===== src/rtl/fetch_pkg.sv =====
// Shared encodings for the fetch sequencer: FSM states, redirect modes, PC step.
package fetch_pkg;

   typedef enum logic [1:0] {
      RESET = 2'd0,
      FETCH = 2'd1,
      HOLD  = 2'd2
   } state_t;

   localparam logic [1:0] MODE_BRANCH = 2'd0;
   localparam logic [1:0] MODE_JUMP   = 2'd1;
   localparam logic [1:0] MODE_REG    = 2'd2;

   localparam int unsigned PC_STEP = 4;

endpackage


===== src/rtl/fetch_target_calc.sv =====
// Combinational redirect target: branch, jump and jump-register, plus jr misalignment.
module fetch_target_calc
   import fetch_pkg::*;
#(
   parameter int ADDR_W = 32
) (
   input  logic [1:0]        mode,
   input  logic [ADDR_W-1:0] src_pc,
   input  logic [25:0]       imm,
   input  logic [ADDR_W-1:0] reg_val,
   output logic [ADDR_W-1:0] target,
   output logic              misaligned
);

   logic [ADDR_W-1:0] pc4;
   logic [ADDR_W-1:0] br_off;
   logic [ADDR_W-1:0] jmp_low;
   logic [ADDR_W-1:0] hi_mask;

   assign pc4     = src_pc + ADDR_W'(PC_STEP);
   assign br_off  = {{(ADDR_W-18){imm[15]}}, imm[15:0], 2'b00};
   // Jump keeps the region bits above bit 27 of the delay-slot address.
   assign jmp_low = ADDR_W'({imm, 2'b00});
   assign hi_mask = ~ADDR_W'(28'hFFF_FFFF);

   always_comb begin
      target     = '0;
      misaligned = 1'b0;
      case (mode)
         MODE_BRANCH: target = pc4 + br_off;
         MODE_JUMP:   target = (pc4 & hi_mask) | jmp_low;
         MODE_REG: begin
            target     = {reg_val[ADDR_W-1:2], 2'b00};
            misaligned = |reg_val[1:0];
         end
         default: ;
      endcase
   end

endmodule


===== src/rtl/fetch_sequencer.sv =====
// PC owner and instruction fetcher with hardware redirects and in-flight squash.
// Define FETCH_DELAY_SLOT_EN to keep the instruction at src_pc+4 (MIPS delay slot).
module fetch_sequencer
   import fetch_pkg::*;
#(
   parameter int                ADDR_W    = 32,
   parameter int                INSTR_W   = 32,
   parameter logic [ADDR_W-1:0] RESET_VEC = '0
) (
   input  logic               clk,
   input  logic               rst_n,
   output logic               imem_req,
   output logic [ADDR_W-1:0]  imem_addr,
   input  logic               imem_ack,
   input  logic [INSTR_W-1:0] imem_rdata,
   output logic               instr_valid,
   input  logic               instr_ready,
   output logic [INSTR_W-1:0] instr_out,
   output logic [ADDR_W-1:0]  instr_pc,
   output logic [ADDR_W-1:0]  instr_pc4,
   input  logic               redirect_valid,
   input  logic [1:0]         redirect_mode,
   input  logic [ADDR_W-1:0]  redirect_src_pc,
   input  logic [25:0]        redirect_imm,
   input  logic [ADDR_W-1:0]  redirect_reg,
   output logic               align_fault,
   output logic [31:0]        instr_count,
   output logic [1:0]         dbg_state
);

   // Handshakes: imem_req/imem_addr hold until the one-cycle imem_ack; an
   // instruction transfers to decode on any cycle with instr_valid && instr_ready.

   state_t            state, state_nxt;
   logic [ADDR_W-1:0] fetch_addr, pend_target, target;
   logic              pend, pend_drop, misaligned;
   logic              redir, keep, squash, ack_ok;

   fetch_target_calc #(.ADDR_W(ADDR_W)) u_target (
      .mode       (redirect_mode),
      .src_pc     (redirect_src_pc),
      .imm        (redirect_imm),
      .reg_val    (redirect_reg),
      .target     (target),
      .misaligned (misaligned)
   );

   assign redir = redirect_valid && (redirect_mode != 2'd3) && (state != RESET);

`ifdef FETCH_DELAY_SLOT_EN
   logic [ADDR_W-1:0] cur_pc;
   assign cur_pc = (state == HOLD) ? instr_pc : fetch_addr;
   assign keep   = redir && (cur_pc == redirect_src_pc + ADDR_W'(PC_STEP));
`else
   assign keep   = 1'b0;
`endif

   assign squash = redir && !keep;
   // pend_drop marks an in-flight fetch whose data must be thrown away.
   assign ack_ok = (state == FETCH) && imem_ack && !squash && !(pend && pend_drop);

   always_ff @(posedge clk or negedge rst_n) begin
      if (!rst_n) state <= RESET;
      else        state <= state_nxt;
   end

   always_comb begin
      state_nxt = state;
      case (state)
         RESET: state_nxt = FETCH;
         FETCH: if (ack_ok) state_nxt = HOLD;
         HOLD:  if (squash || instr_ready) state_nxt = FETCH;
         default: state_nxt = RESET;
      endcase
   end

   always_comb begin
      imem_req    = (state == FETCH);
      instr_valid = (state == HOLD);
      dbg_state   = state;
   end

   assign imem_addr = fetch_addr;

   always_ff @(posedge clk or negedge rst_n) begin
      if (!rst_n) begin
         fetch_addr  <= RESET_VEC;
         pend_target <= RESET_VEC;
         pend        <= 1'b0;
         pend_drop   <= 1'b0;
         instr_out   <= '0;
         instr_pc    <= RESET_VEC;
         instr_pc4   <= RESET_VEC + ADDR_W'(PC_STEP);
         align_fault <= 1'b0;
         instr_count <= '0;
      end else begin
         if (redir && misaligned) align_fault <= 1'b1;
         case (state)
            RESET: fetch_addr <= RESET_VEC;
            FETCH: begin
               if (imem_ack) begin
                  if (squash) begin
                     fetch_addr <= target;
                     pend       <= 1'b0;
                     pend_drop  <= 1'b0;
                  end else if (pend && pend_drop) begin
                     fetch_addr <= pend_target;
                     pend       <= 1'b0;
                     pend_drop  <= 1'b0;
                  end else begin
                     instr_out <= imem_rdata;
                     instr_pc  <= fetch_addr;
                     instr_pc4 <= fetch_addr + ADDR_W'(PC_STEP);
                     if (redir) begin
                        pend        <= 1'b1;
                        pend_drop   <= 1'b0;
                        pend_target <= target;
                     end
                  end
               end else if (redir) begin
                  // Latest redirect wins; the outstanding fetch stays dropped once marked.
                  pend        <= 1'b1;
                  pend_drop   <= pend_drop | squash;
                  pend_target <= target;
               end
            end
            HOLD: begin
               if (squash) begin
                  fetch_addr <= target;
                  pend       <= 1'b0;
                  pend_drop  <= 1'b0;
               end else if (instr_ready) begin
                  instr_count <= instr_count + 32'd1;
                  fetch_addr  <= redir ? target : (pend ? pend_target : instr_pc4);
                  pend        <= 1'b0;
                  pend_drop   <= 1'b0;
               end else if (redir) begin
                  pend        <= 1'b1;
                  pend_drop   <= 1'b0;
                  pend_target <= target;
               end
            end
            default: ;
         endcase
      end
   end

endmodule

===== config.mk =====
export PLATFORM = sky130hd
export DESIGN_NAME = fetch_sequencer
export DESIGN_NICKNAME = d
export VERILOG_FILES = /design/src/rtl/fetch_pkg.sv /design/src/rtl/fetch_target_calc.sv /design/src/rtl/fetch_sequencer.sv
export SDC_FILE = /design/constraint.sdc
export NUM_CORES = 1
export LEC_CHECK = 0
export CELL_PAD_IN_SITES_DETAIL_PLACEMENT = 1
export CELL_PAD_IN_SITES_GLOBAL_PLACEMENT = 1
export CORE_ASPECT_RATIO = 1.75
export CORE_MARGIN = 1
export CORE_UTILIZATION = 38
export CTS_CLUSTER_SIZE = 10
export DETAILED_ROUTE_END_ITERATION = 6
export MAX_ROUTING_LAYER = met4
export PLACE_DENSITY = 0.86
export SYNTH_ARGS = -nofsm -noshare
export SYNTH_HDL_FRONTEND = slang
export SYNTH_HIERARCHICAL = 1
export SYNTH_SLANG_ARGS = --single-unit

===== constraint.sdc =====
create_clock -name clk -period 3.1 [get_ports clk]
set_clock_uncertainty 0.2 [all_clocks]
set_input_delay 0.62 -clock clk [delete_from_list [all_inputs] [get_ports clk]]
set_output_delay 0.62 -clock clk [all_outputs]
set_load 0.05 [all_outputs]

* Word level (Yosys, flattened, before mapping)
Index checks and enable logic that the tools add are counted.
** Word-level totals
- Logic and storage cells :: 74
- Flip-flop bits (word level) :: 197
** Operators by class
- Bitwise logic cells :: 5
- Equality and inequality tests :: 11
- Reduce and logical (&&, ||, !) cells :: 22
- Add/sub/neg operators :: 4
- Muxes and demuxes :: 22
** Operator list (count)
- $mux 32 :: 6
- $pmux 32 s3 :: 2
- $add 32x3->32 const B :: 2
- $add 32x1->32 const B :: 1
- $add 32x32->32 :: 1
- $or 32x28->32 :: 1
- $reduce_and 4->1 :: 3
- $mux 1 :: 9
- $ne 3x1->1 const B :: 3
- $logic_and 1x1->1 :: 7
- $ne 2x1->1 const B :: 3
- $pmux 2 s3 :: 1
- $reduce_and 3->1 :: 2
- $eq 2x1->1 const B :: 2
- $eq 2x2->1 const B :: 2
- $logic_not 2->1 :: 2
- $mux 2 :: 2
- $pmux 1 s2 :: 2
- $reduce_bool 2->1 :: 2
- $not 1->1 :: 3
- $reduce_bool 3->1 :: 1
- $logic_not 1->1 :: 2
- $ne 2x2->1 const B :: 1
- $reduce_and 2->1 :: 1
- other kinds (3) :: 3

* Logic depth before layout (Yosys ltp)
Gate-level depths: netlist of run 1.
- Depth after elaboration :: 8
- Gate-level depth with buffers :: 22
- Depth with buffers taken out :: 20

* By module
The synthesis of run 1 kept the hierarchy.
** Modules (own cells, without submodules)
- fetch_sequencer :: seq. area each 4880.9 sq um, cells an instance 902, area an instance 9197.6 sq um, times used 1
- fetch_target_calc :: seq. area each 0.0 sq um, cells an instance 411, area an instance 2653.8 sq um, times used 1

* Least setup slack after synthesis of run 1
No wires, ideal clock.
- Kind :: in2reg
- Start :: input port redirect_src_pc[9]
- End :: register fetch_addr[29], in the netlist imem_addr[29]
- Path buffers :: 2
- Stages :: 21
- Required time :: 2.767 ns
- Arrival time :: 3.863 ns
- Path slack :: -1.096 ns
- Setup time :: 0.133 ns
- Cell sequence :: and3_1 > and2_1 > and3_1 > clkbuf_1 > nand3_1 > nor2_1 > nand3_1 > xnor2_1 > ha_1 > clkbuf_1 > nand4_1 > nor3_1 > and2_1 > o21ai_0 > and3_1 > xnor2_1 > o21ai_0 > and3_1 > o21bai_1 > a22oi_1 > o21ai_0
** On the way
- Longest elaborated chain between the ends :: 6
- Elaborated cells between the ends (all ways) :: 8
- Classes of those cells :: add/sub (2); mux (5); bitwise (1)
** Ends and longest elaborated chain
- start, declared :: RTL line fetch_sequencer.sv:23 : input logic [ADDR_W-1:0] redirect_src_pc,
- $add 32x3->32 * :: RTL line fetch_target_calc.sv:20 : assign pc4 = src_pc + ADDR_W'(PC_STEP);
- $add 32x32->32 or $or 32x28->32 (tied branches) :: RTL line fetch_target_calc.sv:30, fetch_target_calc.sv:31
- $pmux 32 s3 * :: RTL line fetch_target_calc.sv:29 : case (mode)
- net target[29] :: RTL line fetch_sequencer.sv:35 : logic [ADDR_W-1:0] fetch_addr, pend_target, target;
- $mux 32 :: RTL line fetch_sequencer.sv:102 : if (squash) begin
- $mux 32 :: RTL line fetch_sequencer.sv:101 : if (imem_ack) begin
- $pmux 32 s3 * :: RTL line fetch_sequencer.sv:98 : case (state)
- end signal, assigned :: RTL line fetch_sequencer.sv:103 : fetch_addr <= target;
- end signal, assigned :: RTL line fetch_sequencer.sv:107 : fetch_addr <= pend_target;
- end signal, assigned :: RTL line fetch_sequencer.sv:129 : fetch_addr <= target;
- end, declared :: RTL line fetch_sequencer.sv:35
Mark *: on every way through the listed nets, which the timed path passes. The rest lies on a longest branch. The select of a mux whose other input is x is not followed.
A chain may end at the register's enable or synchronous reset.

* Worst setup path after layout of run 1
- Start :: input port redirect_src_pc[10]
- End :: register fetch_addr[19], in the netlist imem_addr[19]
** On the way
- Longest elaborated chain between the ends :: 6
- Elaborated cells between the ends (all ways) :: 7
- Classes of those cells :: add/sub (2); mux (5)
** Ends and longest elaborated chain
- $add 32x3->32 * :: RTL line fetch_target_calc.sv:20
- $add 32x32->32 * :: RTL line fetch_target_calc.sv:30 : MODE_BRANCH: target = pc4 + br_off;
- $pmux 32 s3 * :: RTL line fetch_target_calc.sv:29
- net target[19] :: RTL line fetch_sequencer.sv:35
- $mux 32 :: RTL line fetch_sequencer.sv:102
- $mux 32 :: RTL line fetch_sequencer.sv:101
- $pmux 32 s3 * :: RTL line fetch_sequencer.sv:98
Marks and branches as above.

==> flow_metrics.tcl, run 1 <==
set metrics [dict create \
    status "finished, violations left" \
    violations "negative setup slack" \
    cts.htree.levels 4 \
    die-area_sq_um 31900 \
    vdd_drop_max_mv 0.569 \
    io_buffer_count 293 \
    synthesis.nets 1485 \
    die_w_um 135 \
    drc 0 \
    hold_viol 0 \
    cts.sinks 195 \
    grt.total_usage_pct 32.7 \
    cpMostUsedCell "buf_6" \
    timing.fmax_mhz 237 \
    synth_compound_area_share_pct 15.3 \
    die_y_um 236 \
    routed_wire_length_per_instance_um 25.4 \
    crit_required_ps 3300 \
    crit_arrival_ps 4430 \
    grt.overflow.total 0 \
    synth.top_cell.area_share_pct 41.0 \
    synthArstFlopShare_pct 100 \
    netlist_instances 1313 \
    syn_area_per_cell_sq_um 9.03 \
    cts_made_buffers 17 \
    synth_seq_cells 195 \
    clk_path_buf_depth 2 \
    r2r_slack_ps 290 \
    grt_pass1_vias 13964 \
    register_area_sq_um 4880 \
    slowest_delay_ps 380 \
    crit_chain "buf_6 -> and3_4 -> and2_4 -> and3_4 -> buf_6 -> buf_6 -> buf_6 -> nand4_1 -> xnor2_1 -> ha_1 -> a21oi_2 -> o21bai_4 -> buf_4 -> buf_6 -> buf_6 -> buf_6 -> a21oi_4 -> xnor2_2 -> nor2_2 -> a21oi_2 -> o21ai_2 -> mux2i_1 -> o2bb2ai_1 -> a22o_1" \
    synthAdderAreaFrac_pct 4.60 \
    timing.hold.ws_ps 275 \
    reg2reg_to "imem_addr[27]$_DFFE_PN0P_" \
    hold_class "register to register" \
    tightestPinTransition_ps 938 \
    synth_top_family_by_area "simple AND/OR/NAND/NOR gates" \
    rows 85 \
    clk_latency_ps 460 \
    finalPower_mw 15.9 \
    critPathLaunch "redirect_src_pc[10]" \
    netlist_area_sq_um 11900 \
    synth_commonest_cells "302 x nand2_1, 194 x dfrtp_1, 80 x o21ai_0" \
    fin_ws_ps -1130 \
    dr.pass1.iters 7 \
    finalSetupViolations 50 \
    synthSimpleGateAreaFrac_pct 20.5 \
    fin_nets 1977 \
    rsz0062_at_grt "yes" \
    grt_max_degree 68 \
    crit_buf_inv 8 \
    path_clk_slew_ps 80 \
    muxShareOfSynthArea_pct 6.52 \
    multi_input_area_sq_um 7700 \
    place_congestion 0.913 \
    hpwl_mm 34.9 \
    power_leakage_nw 8.42 \
    yosysSeqAreaShare_pct 41.2 \
    antenna_found_initial 1 \
    path_class "input port to register" \
    ant_nets 0 \
    fillers 3323 \
    synth-main-ff-cell "dfrtp_1" \
    critical_path_depth 24 \
    fin_crit_ps 4230 \
    grt_pass1_wl_mm 77.2 \
    slew_viol_final 0 \
    slowest_stage "ha_1" \
    drv_cap 0 \
    cts_tree "built" \
    reg2regPathDepth 8 \
    drive_gt1_share_pct 29.5 \
    crit_fanout 4 \
    crit_family "compound AO/OA/AOI/OAI gates" \
    post_drt_via_cell_ratio 5.89 \
    setup.worst_path.end "imem_addr[19]$_DFFE_PN0P_" \
    synth_cell_type_count 67 \
    core_sq_um 30700 \
    yosysWarnings 6 \
    num_vias 13016 \
    clockRootBuffer "clkbuf_16" \
    start_kind "input port" \
    worstReg2RegStart "dbg_state[1]$_DFFE_PN0P_" \
    ios 294 \
    p_per_area_nw_per_um2 842 \
    synth_edf_count 0 \
    crit_path_end_kind "register" \
    synth_xor_area_share_pct 8.28 \
    synth.most_common_cell "nand2_1" \
    start_util_pct 38.6 \
    drt-total-wl_mm 56.1 \
    relSlewSlack_pct 37.2 \
    drt_iter0_drc 718 \
    yosys-top-cells-area "dfrtp_1 41%, nand2_1 9.6%, xnor2_1 5.5%" \
    areaGrowthSynthToFinish_pct 58.9 \
    yosysTopAreaCell "dfrtp_1" \
    fin_crit_sh_pct 136 \
]
==> cell usage in the layout, fill, tap and decap left out, types with 29 or more instances in the layout <==
master             n
nand3_1           29
buf_4            205
buf_6             46
dfrtp_1          194
nor2_1            31
nand2_1          299
o21ai_0           30
xnor2_1           56
xor2_1            34
ha_1              29
clkdlybuf4s50_1  271
mux2i_1           36
o21ai_1           34
o21ai_2           29
==> routing by layer <==
metal	global-route usage [%]	part of all wire [%]	vias up
met2	59.0	53	642
met4	21.2	7.6	0
li1	-	-	5536
met5	-	0	-
met1	32.9	34	6546
met3	3.36	4.7	292
==> worst min-delay path, cell delays in order (launching register included) <==
cell,delay [ps]
dfrtp_1,340
nand2_1,50
nand2_1,50
==> registers in the layout, indices dropped and copies added (netlist names) <==
name and flops:
pend 1, pend_target 32, imem_addr 32, dbg_state 2, instr_pc 32, pend_drop 1, instr_out 32, instr_count 32
align_fault 1, instr_pc4 30
==> timing repair <==
item	4_1_cts	5_1_grt
setup buffers	44	36
setup endpoints to repair	53	52
hold endpoints to repair	35	0
resized for setup	197	120
pin swaps	156	133
hold buffers	1	0
==> worst min path at each step <==
stage | from | end | slack [ps] | depth (start not counted)
floorplan | rst_n | align_fault$_DFFE_PN0P_ | 120 | 0
global placement | align_fault$_DFFE_PN0P_ | align_fault$_DFFE_PN0P_ | 250 | 1
detailed placement | align_fault$_DFFE_PN0P_ | align_fault$_DFFE_PN0P_ | 250 | 1
CTS | align_fault$_DFFE_PN0P_ | align_fault$_DFFE_PN0P_ | 270 | 1
global route | instr_out[9]$_DFFE_PN0P_ | instr_out[9]$_DFFE_PN0P_ | 300 | 2
finish | instr_pc[10]$_DFFE_PN0P_ | instr_pc[10]$_DFFE_PN0P_ | 280 | 2
==> final cells by class <==
class                   count  area share [%]
multi-input cells        1017            40.9
repair buffers            546            27.1
flip-flops and latches    195            25.9
well taps                 391            2.60
clock buffers              17            2.26
clock inverters            15           0.625
inverters                  28           0.571
diodes                      1          0.0133
==> power by group <==
| part | total (mW) | leakage (nW) | internal, mW | switching [mW] |
|---|---|---|---|---|
| sequential | 4.60 | 2.59 | 3.49 | 1.11 |
| clock | 2.17 | 0.254 | 1.04 | 1.13 |
| combinational | 9.08 | 5.58 | 3.29 | 5.78 |
| total | 15.8 | 8.42 | 7.83 | 8.02 |
==> metrics by stage <==
| step | setup WS (ps) | setup TNS, ps | instances | utilization, % | area, sq um |
|---|---|---|---|---|---|
| after floorplan | -839 | -23630 | 1313 | - | 12000 |
| after global placement | -1680 | -64680 | 2109 | 53.9 | 16600 |
| after detailed placement | -1770 | -69780 | 2109 | 53.9 | 16600 |
| after CTS | -728 | -18710 | 2182 | 58.7 | 18000 |
| after global routing | -1200 | -39740 | 2210 | 61.3 | 18800 |
| final | -1130 | -36630 | 2210 | 61.3 | 18800 |
==> cells by family (layout without fill, tap and decap cells) <==
kind of cell / after synthesis / in the layout
DFF: 195 / 195
xor gates and xnor gates: 112 / 112
other: 0 / 1
buffers and inverters: 101 / 606
and+or+nand+nor: 516 / 516
AOI/OAI and AO/OA: 273 / 273
muxes: 73 / 73
adders and majority gates: 43 / 43
(Power assumes the default switching activity.)
==> run 2, diff against run 1 <==
--- a/config.mk
+++ b/config.mk
@@ -14,6 +14,7 @@
 export DETAILED_ROUTE_END_ITERATION = 6
 export MAX_ROUTING_LAYER = met4
 export PLACE_DENSITY = 0.86
+export RECOVER_POWER = 25
 export SYNTH_ARGS = -nofsm -noshare
 export SYNTH_HDL_FRONTEND = slang
 export SYNTH_HIERARCHICAL = 1
==> run 2 against run 1 <==
  * The flow finishes with violations (max-capacitance violations, max-slew violations, negative setup slack)
  * Via count is 0.41% lower
  * Utilization is 0.081 points lower
  * Critical path depth unchanged
  * Total power about the same
  * Flip-flop and latch count stayed put
  * Critical endpoint unchanged
  * Largest cell class unchanged
  * Largest power group unchanged
  * Highest routed layer unchanged
==> flow_metrics.tcl, run 2 (synthesis results as in run 1) <==
set metrics [dict create \
    io_buffer_count 293 \
    path_class "input port to register" \
    reg2regPathDepth 8 \
    ant_nets 0 \
    grt.overflow.total 0 \
    cts.sinks 195 \
    die-area_sq_um 31900 \
    fin_setup_tns_ps -36460 \
    cts_made_buffers 17 \
    crit_arrival_ps 4420 \
    final_cell_mix "299 x nand2_1, 271 x clkdlybuf4s50_1, 201 x buf_4, 194 x dfrtp_1, 56 x xnor2_1" \
    die_w_um 135 \
    vdd_drop_max_mv 0.569 \
    grt.total_usage_pct 32.7 \
    drc 0 \
    dr.pass1.iters 5 \
    fin_nets 1977 \
    clk_path_buf_depth 2 \
    crit_chain "buf_6 -> and3_4 -> and2_4 -> and3_4 -> buf_6 -> buf_6 -> buf_6 -> nand4_1 -> xnor2_1 -> ha_1 -> a21oi_2 -> o21bai_4 -> buf_4 -> buf_6 -> buf_6 -> buf_6 -> a21oi_4 -> xnor2_2 -> nor2_2 -> a21oi_2 -> o21ai_2 -> mux2i_1 -> o2bb2ai_1 -> a22o_1" \
    post_drt_via_cell_ratio 5.87 \
    r2r_slack_ps 290 \
    areaGrowthSynthToFinish_pct 58.7 \
    routed_wire_length_per_instance_um 25.4 \
    crit_required_ps 3300 \
    fillers 3327 \
    slew_viol_final 68 \
    status "finished, violations left" \
    drive_gt1_share_pct 29.5 \
    drt-total-wl_mm 56.1 \
    fin_crit_ps 4210 \
    timing.fmax_mhz 237 \
    hold_class "register to register" \
    place_congestion 0.913 \
    slowest_delay_ps 380 \
    finalSetupViolations 50 \
    clk_latency_ps 460 \
    start_util_pct 38.6 \
    crit_path_end_kind "register" \
    crit_family "compound AO/OA/AOI/OAI gates" \
    rsz0062_at_grt "yes" \
    final_common_cell "nand2_1" \
    num_vias 12963 \
    grt_pass1_vias 13964 \
    hp-start "instr_pc[10]$_DFFE_PN0P_" \
    tightestPinTransition_ps 1930 \
    reg2reg_to "imem_addr[27]$_DFFE_PN0P_" \
    worstReg2RegStart "dbg_state[1]$_DFFE_PN0P_" \
    violations "max-capacitance violations, max-slew violations, negative setup slack" \
    start_kind "input port" \
    rows 85 \
    clockRootBuffer "clkbuf_16" \
    antenna_found_initial 1 \
    hold_viol 0 \
    relSlewSlack_pct -28.7 \
    place_inst 2109 \
    power_leakage_nw 8.41 \
    finalPower_mw 15.8 \
    cts_tree "built" \
    crit_fanout 4 \
    drt_iter0_drc 805 \
    register_area_sq_um 4880 \
    cpMostUsedCell "buf_6" \
    grt_max_degree 68 \
    fin_crit_sh_pct 136 \
    grt_pass1_wl_mm 77.2 \
    core_sq_um 30700 \
    fin_ws_ps -1110 \
    cts.htree.levels 4 \
    instances_no_fill 2210 \
    multi_input_area_sq_um 7700 \
    p_per_area_nw_per_um2 843 \
    drv_cap 1 \
    slowest_stage "ha_1" \
    hold_end "instr_pc[10]$_DFFE_PN0P_" \
    path_clk_slew_ps 80 \
    hpwl_mm 34.9 \
    ios 294 \
    die_y_um 236 \
    crit_buf_inv 8 \
    holdPathStages 2 \
    timing.hold.ws_ps 275 \
]
[run 2: cell count changes in the layout (fill, tap and decap cells not counted)]
| cell | change |
|---|---|
| buf_12 | -1 |
| buf_2 | +1 |
| buf_4 | -4 |
| buf_6 | +1 |
| clkbuf_2 | +3 |
| clkbuf_4 | +1 |
| clkbuf_8 | -1 |
[run 2: layout make-up]
type                       count  share of cell area, %
antenna                        1                 0.0133
clock buffer                  17                   2.26
clock inverter                15                  0.625
inverter                      28                  0.572
multi-input combinational   1017                   40.9
sequential                   195                   26.0
tap                          391                   2.60
timing repair buffer         546                   27.0
[run 2: power by group]
group	switching [mW]	internal, mW
registers	1.11	3.49
logic	5.78	3.29
clock network	1.13	1.04
[run 2: per-stage QoR]
step                area [sq um]  setup WS [ps]  utilization (%)
floorplan                  12000           -839                -
global placement           16600          -1680             53.9
detailed placement         16600          -1770             53.9
CTS                        18000           -728             58.7
global route               18800          -1200             61.2
finish                     18800          -1110             61.2
[run 2: routing by layer]
layer  global-route usage [%]  vias up  wire length (um)
met4                     21.2        0              4130
met3                     3.36      274              2500
li1                         -     5532                 -
met1                     32.9     6582             19300
met2                     59.0      575             30200
met5                        -        -                 0
[run 2: how the worst max path moves through the flow]
stage / startpoint / end / slack, ps / cells past startpoint
floorplan: redirect_src_pc[4] / imem_addr[31]$_DFFE_PN0P_ / -840 / 19
global placement: redirect_src_pc[9] / imem_addr[27]$_DFFE_PN0P_ / -1680 / 19
detailed placement: redirect_src_pc[9] / imem_addr[27]$_DFFE_PN0P_ / -1770 / 19
CTS: redirect_src_pc[9] / imem_addr[29]$_DFFE_PN0P_ / -730 / 22
global route: redirect_src_pc[10] / imem_addr[30]$_DFFE_PN0P_ / -1200 / 20
finish: redirect_src_pc[10] / imem_addr[19]$_DFFE_PN0P_ / -1110 / 24
[run 2: tightest hold or removal path: cells and delay by family, from the launching register on]
family	cells	cell delay [ps]
DFF	1	340
and+or+nand+nor	2	100
[run 2: repair_timing]
item,CTS,global route
setup buffers,44,36
pin swaps,156,133
hold buffers,1,0
endpoints found under the hold margin,35,0
setup endpoints to repair,53,52
gates resized for setup,197,120
